[config.mk]
export PLATFORM = sky130hd
export DESIGN_NAME = maze_map_latch
export DESIGN_NICKNAME = d
export VERILOG_FILES = /design/src/rtl/maze_map_latch.sv
export SDC_FILE = /design/constraint.sdc
export NUM_CORES = 1
export LEC_CHECK = 0
export ABC_AREA = 1
export CAP_MARGIN = 10
export CORE_UTILIZATION = 45
export CTS_CLUSTER_SIZE = 40
export DETAILED_ROUTE_END_ITERATION = 16
export PLACE_DENSITY_LB_ADDON = 0.25
export SETUP_SLACK_MARGIN = 0.5
export SKIP_LAST_GASP = 1
export SLEW_MARGIN = 15
export SYNTH_ARGS = -nofsm -noshare
export SYNTH_HDL_FRONTEND = slang
export SYNTH_SLANG_ARGS = --single-unit
[constraint.sdc]
create_clock -name sec_clock -period 1.85 [get_ports sec_clock]
set_clock_uncertainty 0.15 [all_clocks]
set_input_delay 0.37 -clock sec_clock [delete_from_list [all_inputs] [get_ports sec_clock]]
set_output_delay 0.37 -clock sec_clock [all_outputs]
set_load 0.05 [all_outputs]
[src/rtl/maze_map_latch.sv]
// maze_map_latch: samples the LFSR wall words, forces the start/goal cells
// open and holds the result as a stable maze map for the VGA renderer.
// A map is regenerated when its hold time expires or when the game asks for
// a new one over a 4-phase req/ack handshake.
//
// Handshake: regen_req is level-held by the requester. A request is taken
// only in HOLD while regen_ack is 0. regen_ack rises on the edge that loads
// the new map, stays 1 while regen_req is 1, and falls on the first edge
// where regen_req is 0.
//
// Wall bits are active-low: 0 = wall drawn, 1 = open.
module maze_map_latch #(
    parameter int                 N_CELLS   = 25,
    parameter int                 HOLD_SECS = 5,
    parameter int                 RETRY_MAX = 3,
    parameter int                 LVL_W     = 4,
    parameter logic [N_CELLS:0]   OPEN_H    = 'h1,
    parameter logic [N_CELLS:0]   OPEN_V    = 'h1
) (
    input  logic               sec_clock,
    input  logic               reset,
    input  logic [N_CELLS:0]   rand_h,
    input  logic [N_CELLS:0]   rand_v,
    input  logic               freeze,
    input  logic               regen_req,
    output logic               regen_ack,
    output logic [N_CELLS:0]   wall_h,
    output logic [N_CELLS:0]   wall_v,
    output logic               map_valid,
    output logic [LVL_W-1:0]   level,
    output logic [3:0]         secs_left,
    output logic [1:0]         state_dbg
);

    localparam int RW = (RETRY_MAX < 1) ? 1 : $clog2(RETRY_MAX + 1);
    localparam logic [3:0]    SECS_RELOAD = 4'(HOLD_SECS - 1);
    localparam logic [RW-1:0] RETRY_LIM   = RW'(RETRY_MAX);

    typedef enum logic [1:0] {
        ST_IDLE = 2'd0,
        ST_LOAD = 2'd1,
        ST_HOLD = 2'd2
    } state_t;

    state_t             state_q,     state_d;
    logic [N_CELLS:0]   wall_h_q,    wall_h_d;
    logic [N_CELLS:0]   wall_v_q,    wall_v_d;
    logic [N_CELLS:0]   prev_h_q,    prev_h_d;
    logic [N_CELLS:0]   prev_v_q,    prev_v_d;
    logic               map_valid_q, map_valid_d;
    logic               regen_ack_q, regen_ack_d;
    logic               pending_q,   pending_d;
    logic [LVL_W-1:0]   level_q,     level_d;
    logic [3:0]         secs_left_q, secs_left_d;
    logic [RW-1:0]      retry_q,     retry_d;

    logic               repeat_raw;

    // Same raw words as the map currently shown: resample instead of reusing.
    assign repeat_raw = (rand_h == prev_h_q) && (rand_v == prev_v_q);

    // Next-state and datapath updates for the IDLE/LOAD/HOLD sequencer.
    always_comb begin
        state_d     = state_q;
        wall_h_d    = wall_h_q;
        wall_v_d    = wall_v_q;
        prev_h_d    = prev_h_q;
        prev_v_d    = prev_v_q;
        map_valid_d = map_valid_q;
        regen_ack_d = regen_ack_q;
        pending_d   = pending_q;
        level_d     = level_q;
        secs_left_d = secs_left_q;
        retry_d     = retry_q;

        // Ack release follows the request dropping, in any state.
        if (!regen_req) begin
            regen_ack_d = 1'b0;
        end

        case (state_q)
            ST_IDLE: begin
                state_d = ST_LOAD;
            end

            ST_LOAD: begin
                if (repeat_raw && (retry_q < RETRY_LIM)) begin
                    retry_d = retry_q + 1'b1;
                end else begin
                    prev_h_d    = rand_h;
                    prev_v_d    = rand_v;
                    wall_h_d    = rand_h | OPEN_H;
                    wall_v_d    = rand_v | OPEN_V;
                    map_valid_d = 1'b1;
                    secs_left_d = SECS_RELOAD;
                    retry_d     = '0;
                    state_d     = ST_HOLD;
                    if (pending_q) begin
                        regen_ack_d = 1'b1;
                        pending_d   = 1'b0;
                        if (level_q != {LVL_W{1'b1}}) begin
                            level_d = level_q + 1'b1;
                        end
                    end
                end
            end

            ST_HOLD: begin
                if (regen_req && !regen_ack_q) begin
                    pending_d = 1'b1;
                    state_d   = ST_LOAD;
                end else if ((secs_left_q == 4'd0) && !freeze) begin
                    state_d = ST_LOAD;
                end else if (!freeze) begin
                    secs_left_d = secs_left_q - 4'd1;
                end
            end

            default: begin
                state_d = ST_IDLE;
            end
        endcase
    end

    // State register with synchronous active-low reset.
    always_ff @(posedge sec_clock) begin
        if (!reset) begin
            state_q     <= ST_IDLE;
            wall_h_q    <= '1;
            wall_v_q    <= '1;
            prev_h_q    <= '0;
            prev_v_q    <= '0;
            map_valid_q <= 1'b0;
            regen_ack_q <= 1'b0;
            pending_q   <= 1'b0;
            level_q     <= '0;
            secs_left_q <= 4'd0;
            retry_q     <= '0;
        end else begin
            state_q     <= state_d;
            wall_h_q    <= wall_h_d;
            wall_v_q    <= wall_v_d;
            prev_h_q    <= prev_h_d;
            prev_v_q    <= prev_v_d;
            map_valid_q <= map_valid_d;
            regen_ack_q <= regen_ack_d;
            pending_q   <= pending_d;
            level_q     <= level_d;
            secs_left_q <= secs_left_d;
            retry_q     <= retry_d;
        end
    end

    assign wall_h    = wall_h_q;
    assign wall_v    = wall_v_q;
    assign map_valid = map_valid_q;
    assign regen_ack = regen_ack_q;
    assign level     = level_q;
    assign secs_left = secs_left_q;
    assign state_dbg = state_q;

endmodule

### After elaboration in Yosys (flattened, before gate mapping)

Cells that the tools add are included.

| word-level totals | value |
|---|---|
| flip-flop bits (word level) | 117 |
| bits of input ports | 56 |
| output and inout bits | 64 |
| word-level logic and storage cells | 58 |

| operators by class | value |
|---|---|
| add/sub/neg operators | 3 |
| $lt $le $gt $ge | 1 |
| equal/unequal tests | 11 |
| multiplexer cells | 17 |
| bitwise operators | 1 |
| reduce and logical (&&, ||, !) cells | 14 |

Operators with widths:

| kind | count |
|---|---|
| $eq 26x26->1 | 2 |
| $mux 4 | 4 |
| $ne 2x2->1 const B | 5 |
| $mux 2 | 4 |
| $pmux 4 s2 | 1 |
| $mux 1 | 6 |
| $pmux 2 s3 | 1 |
| $reduce_and 5->1 | 1 |
| $add 4x1->4 const B | 1 |
| $logic_and 1x1->1 | 4 |
| $logic_not 4->1 | 1 |
| $ne 4x4->1 const B | 1 |
| $reduce_and 2->1 | 2 |
| $reduce_and 4->1 | 1 |
| $sub 4x1->4 const B | 1 |
| $ne 3x3->1 const B | 1 |
| $reduce_and 3->1 | 1 |
| $add 2x1->2 const B | 1 |
| $eq 2x1->1 const B | 1 |
| $eq 2x2->1 const B | 1 |
| $logic_not 1->1 | 2 |
| $logic_not 2->1 | 1 |
| $lt 2x2->1 const B | 1 |
| $pmux 1 s2 | 1 |
| 2 further kinds | 2 |

### Logic depth before layout (Yosys ltp)

| depth | value |
|---|---|
| depth in word-level cells | 5 |
| mapped depth | 14 |
| gate-level depth less buffers | 13 |

### Least setup slack after synthesis

No wires, ideal clock.

| timing | value |
|---|---|
| kind | register to register |
| start point | register secs_left_q[0] (netlist: secs_left[0]) |
| end point | register secs_left_q[2] (netlist: secs_left[2]) |
| library setup time | 117 ps |
| data arrival time | 1,731 ps |
| data required time | 1,583 ps |
| slack | -148 ps |
| stages on the path, launching flop included | 9 |
| path buffers | 0 |
| period minus slack after synthesis | 1,998 ps |
| cells stage by stage | dfxtp_1 > inv_1 > ha_1 > nand3_1 > o21ai_0 > a211oi_2 > nand3_1 > nand2_1 > nor2_1 |

| on the way | value |
|---|---|
| word-level cells in the longest chain between the ends | 5 |
| elaborated cells between the ends (all ways) | 9 |
| those cells by class | add/sub: 1; eq/ne: 1; mux: 4; reduce/logical: 3 |

RTL lines:

| element | RTL line | text |
|---|---|---|
| from (decl) | 54 | `logic [3:0] secs_left_q, secs_left_d;` |
| from (signal assigned) | 149 | `secs_left_q <= secs_left_d;` |
| $sub 4x1->4 | 115 | `secs_left_d = secs_left_q - 4'd1;` |
| $mux 4 | 114 | `end else if (!freeze) begin` |
| $mux 4 | 112 | `end else if ((secs_left_q == 4'd0) && !freeze) begin` |
| $mux 4 | 109 | `if (regen_req && !regen_ack_q) begin` |
| $pmux 4 s2 | 81 | `case (state_q)` |

Several ways; a longest one is shown, not always the timed one. The select of a mux whose other input is x is not followed.
A chain may end at the register's enable or synchronous reset.

### Worst setup path after layout

| timing | value |
|---|---|
| start point | register prev_h_q[10] |
| end point | register prev_h_q[10] |

| on the way | value |
|---|---|
| word-level cells in the longest chain between the ends | 5 |

RTL lines:

| element | RTL line | text |
|---|---|---|
| from (decl) | 48 | `logic [N_CELLS:0] prev_h_q, prev_h_d;` |
| from (signal assigned) | 143 | `prev_h_q <= prev_h_d;` |
| $eq 26x26->1 | 60 | `assign repeat_raw = (rand_h == prev_h_q) && (rand_v == prev_v_q);` |
| $logic_and 1x1->1 | 60 |  |
| $logic_and 1x1->1 | 87 | `if (repeat_raw && (retry_q < RETRY_LIM)) begin` |
| $not 1->1 (no source line) | - |  |
| $reduce_and 2->1 (no source line) | - |  |

Every way passes these cells.

==> flow_summary.toml <==
[status]
status = "finished, violations left"
failing_checks = "negative setup slack"

[cts]
ctsLongestPathBuffers = 2
cts_sinks = 117
clk_latency_ps = 420
clock_tree.htree_level_count = 4
total_cts_buffers = 17
tritoncts = "built"
clkTransAtPathRegs_ps = 60
clock_tree.root_cell = "sky130_fd_sc_hd__clkbuf_16"

[synth]
ys.warnings.count = 0
synth_area_leader_cell = "sky130_fd_sc_hd__dfxtp_1"
synth_edf_count = 0
synth.avg_cell_area_um2 = 6.86
ys_types = 25
synth-seq-area-share_pct = 45.5
synthMostInstantiatedCell = "sky130_fd_sc_hd__nand2_1"
synthesis.area_um2 = 5150
synth_cells = 750
top_cells_by_area_in_the_synthesized_netlist = "sky130_fd_sc_hd__dfxtp_1 (45%), sky130_fd_sc_hd__nand2_1 (16%), sky130_fd_sc_hd__nand3_1 (11%)"
netlist.area_leader.share_pct = 45.5
ff_latch_count_synth = 117
ys.flop_type = "sky130_fd_sc_hd__dfxtp_1"
synth_async_sr_flop_share_pct = 0
synth_common_cells = "sky130_fd_sc_hd__nand2_1 (218), sky130_fd_sc_hd__dfxtp_1 (117), sky130_fd_sc_hd__nand3_1 (116)"

[routing]
remaining_drc_errors = 0
detail_route.vias_per_cell = 5.40
total_wire_length_mm = 17.7
drt_pass1_iterations = 7
per_cell_routed_wire_length_um = 16.6
ant_nets = 0
drt_iter0_drc = 299
detailroute.via_count = 5762

[global_route]
grt_use_met1_pct = 30.8
grt.busiest_layer = "met2"
grt_max_degree = 40
grt_pass1_wl_mm = 25.3
first_global_vias = 5522
grt_antenna_before_repair = 0
groute.layer.met2.usage_pct = 49.6
grt_usage_pct = 27.9
grt_overflow = 0
use_met3_pct = 7.77

[sta]
timing.fmax_ghz = 0.474
setup_tns_ps = -19130
finalCritPeriodShare_pct = 114
hold_violations = 0
tightest_slew_ps = 536
slew-limit-headroom_pct = 64.2
slew_violations = 0
finalWorstPathRequiredPeriod_ps = 2110
timing.final.ws_setup_ps = -261
timing.hold.ws_ps = 117
finalSetupViolations = 116
rsz_0062_raised_after_global_routing = "yes"

[floorplanning]
die-area_um2 = 11900
coreArea_um2 = 11000
chipHeight_um = 109
initial_utilization_pct = 46.9
num_io_pins = 120
placementRows = 38
width_of_the_die_um = 109

[hold_path]
min_path_type = "primary input to flip-flop"

[pwr]
fin_total_pwr_mw = 8.81
p_leak_nw = 3.99
power_density_nw_per_um2 = 1020
vdd.ir_drop.worst_mv = 0.565

[placement]
dpl_worst_slack_ps = -692
port_buffers = 117
dp_hpwl_mm = 9.75
gp_congestion = 0.817

[setup_path]
timing.critical_path.to_type = "flip-flop"
criticalPathCategory = "flip-flop to flip-flop"
cpPeakStageDelay_ps = 360
critPathBufInv = 2
cpMaxStageDelayCell = "sky130_fd_sc_hd__dfxtp_1"
worst_ep_arrival_time_ps = 2300
critical_path.startpoint_type = "flip-flop"
path_delay_family = "simple AND/OR/NAND/NOR gates"
crit_path_cell_chain = "nand2_1, inv_1, nor2_1, nor2_1, nand2_1, nor2_1, nand2_1, nor2_4, nand2_4, nand2_4, clkbuf_16, nand2_1, a21oi_1"
critical_path_required_ps = 2040
cp_max_fo = 8
cpMostUsedCell = "sky130_fd_sc_hd__nand2_1"

[layout]
syn_to_final_growth_pct = 67.1
antenna-diode-count = 0
drive_above_1_share_pct = 35.5
final_core_area_utilization_pct = 78.3
fill_count = 671
layout.nets = 974

[flow_run]
maxCapViolations = 0
## flip-flops by register name, summed over array words and instances, names as in the netlist
name / count
wall_h: 25
state_dbg: 2
pending_q: 1
prev_h_q: 26
map_valid: 1
regen_ack: 1
prev_v_q: 26
wall_v: 25
retry_q: 2
secs_left: 4
level: 4
## final timing paths
kind	from	to	slack, ps	cells after the start
worst max-delay path	prev_h_q[10]	prev_h_q[10]	-260	13
worst min-delay path	rand_v[23]	wall_v[23]	120	3
worst max register to register	prev_h_q[10]	prev_h_q[10]	-260	13
worst min register to register	prev_v_q[0]	prev_v_q[0]	310	2
## through the flow
stage               area [um^2]  cells
floorplan                  5250    751
global placement           6450    995
detailed placement         6450    995
CTS                        7970   1050
global route               8600   1067
finish                     8600   1067
## timing repair
action,CTS,global route
endpoints found under the setup margin,179,179
pin swaps,16,26
setup buffers,16,11
cloned,7,6
hold endpoints to repair,0,0
resized for setup,234,132
hold buffers,0,0
## worst reg2reg max path, stage by stage (launching register included)
cell and delay (ps):
sky130_fd_sc_hd__dfxtp_1 360, sky130_fd_sc_hd__nand2_1 80, sky130_fd_sc_hd__inv_1 60, sky130_fd_sc_hd__nor2_1 40
sky130_fd_sc_hd__nor2_1 150, sky130_fd_sc_hd__nand2_1 110, sky130_fd_sc_hd__nor2_1 120, sky130_fd_sc_hd__nand2_1 110
sky130_fd_sc_hd__nor2_4 140, sky130_fd_sc_hd__nand2_4 140, sky130_fd_sc_hd__nand2_4 170, sky130_fd_sc_hd__clkbuf_16 190
sky130_fd_sc_hd__nand2_1 70, sky130_fd_sc_hd__a21oi_1 150
## where the power goes
part / internal, mW / leakage, nW / switching [mW]
Clock: 2.56 / 0.333 / 1.15
Combinational: 0.941 / 2.69 / 1.20
Sequential: 2.75 / 0.966 / 0.202
## cells by family (layout without fill, tap and decap cells)
family	after synthesis	after routing	share of synthesized area [%]
simple gates	416	418	33.9
buf+inv	124	298	9.96
xor+xnor	11	11	1.87
flops	117	117	45.5
compound gates	77	77	7.73
fa+ha+maj	4	4	0.972
other cells	1	2	0.0728
## metal layers
layer  vias to the layer above  part of all wire, %
met3                        53                  7.6
met2                       266                   52
met4                         0                  3.2
li1                       2713                    -
met5                         -                    0
met1                      2730                   37
## placed cells by master, fill, tap and decap left out, drive strengths merged, types with 2 or more instances in the layout
cell | netlist | final
nand2 | 220 | 222
clkdlybuf4s50 | 0 | 11
dlymetal6s2s | 0 | 9
or2 | 4 | 4
dlygate4sd2 | 0 | 34
nand4 | 6 | 6
nor2 | 69 | 69
clkbuf | 15 | 28
a21oi | 63 | 63
ha | 4 | 4
xnor2 | 10 | 10
conb | 1 | 2
nand3 | 116 | 116
dfxtp | 117 | 117
buf | 24 | 122
o21ai | 11 | 11
clkinv | 0 | 4
inv | 85 | 85
bufinv | 0 | 5
## area by class of cell
class / count / area (um^2) / area share (%)
clock buffer: 23 / 498 / 5.79
sequential: 117 / 2500 / 29.0
clock inverter: 9 / 170 / 1.98
tap: 140 / 175 / 2.04
multi-input combinational: 512 / 2720 / 31.6
timing repair buffer: 181 / 2220 / 25.8
inverter: 85 / 322 / 3.74
No activity file was read; power rests on OpenSTA's default activity.
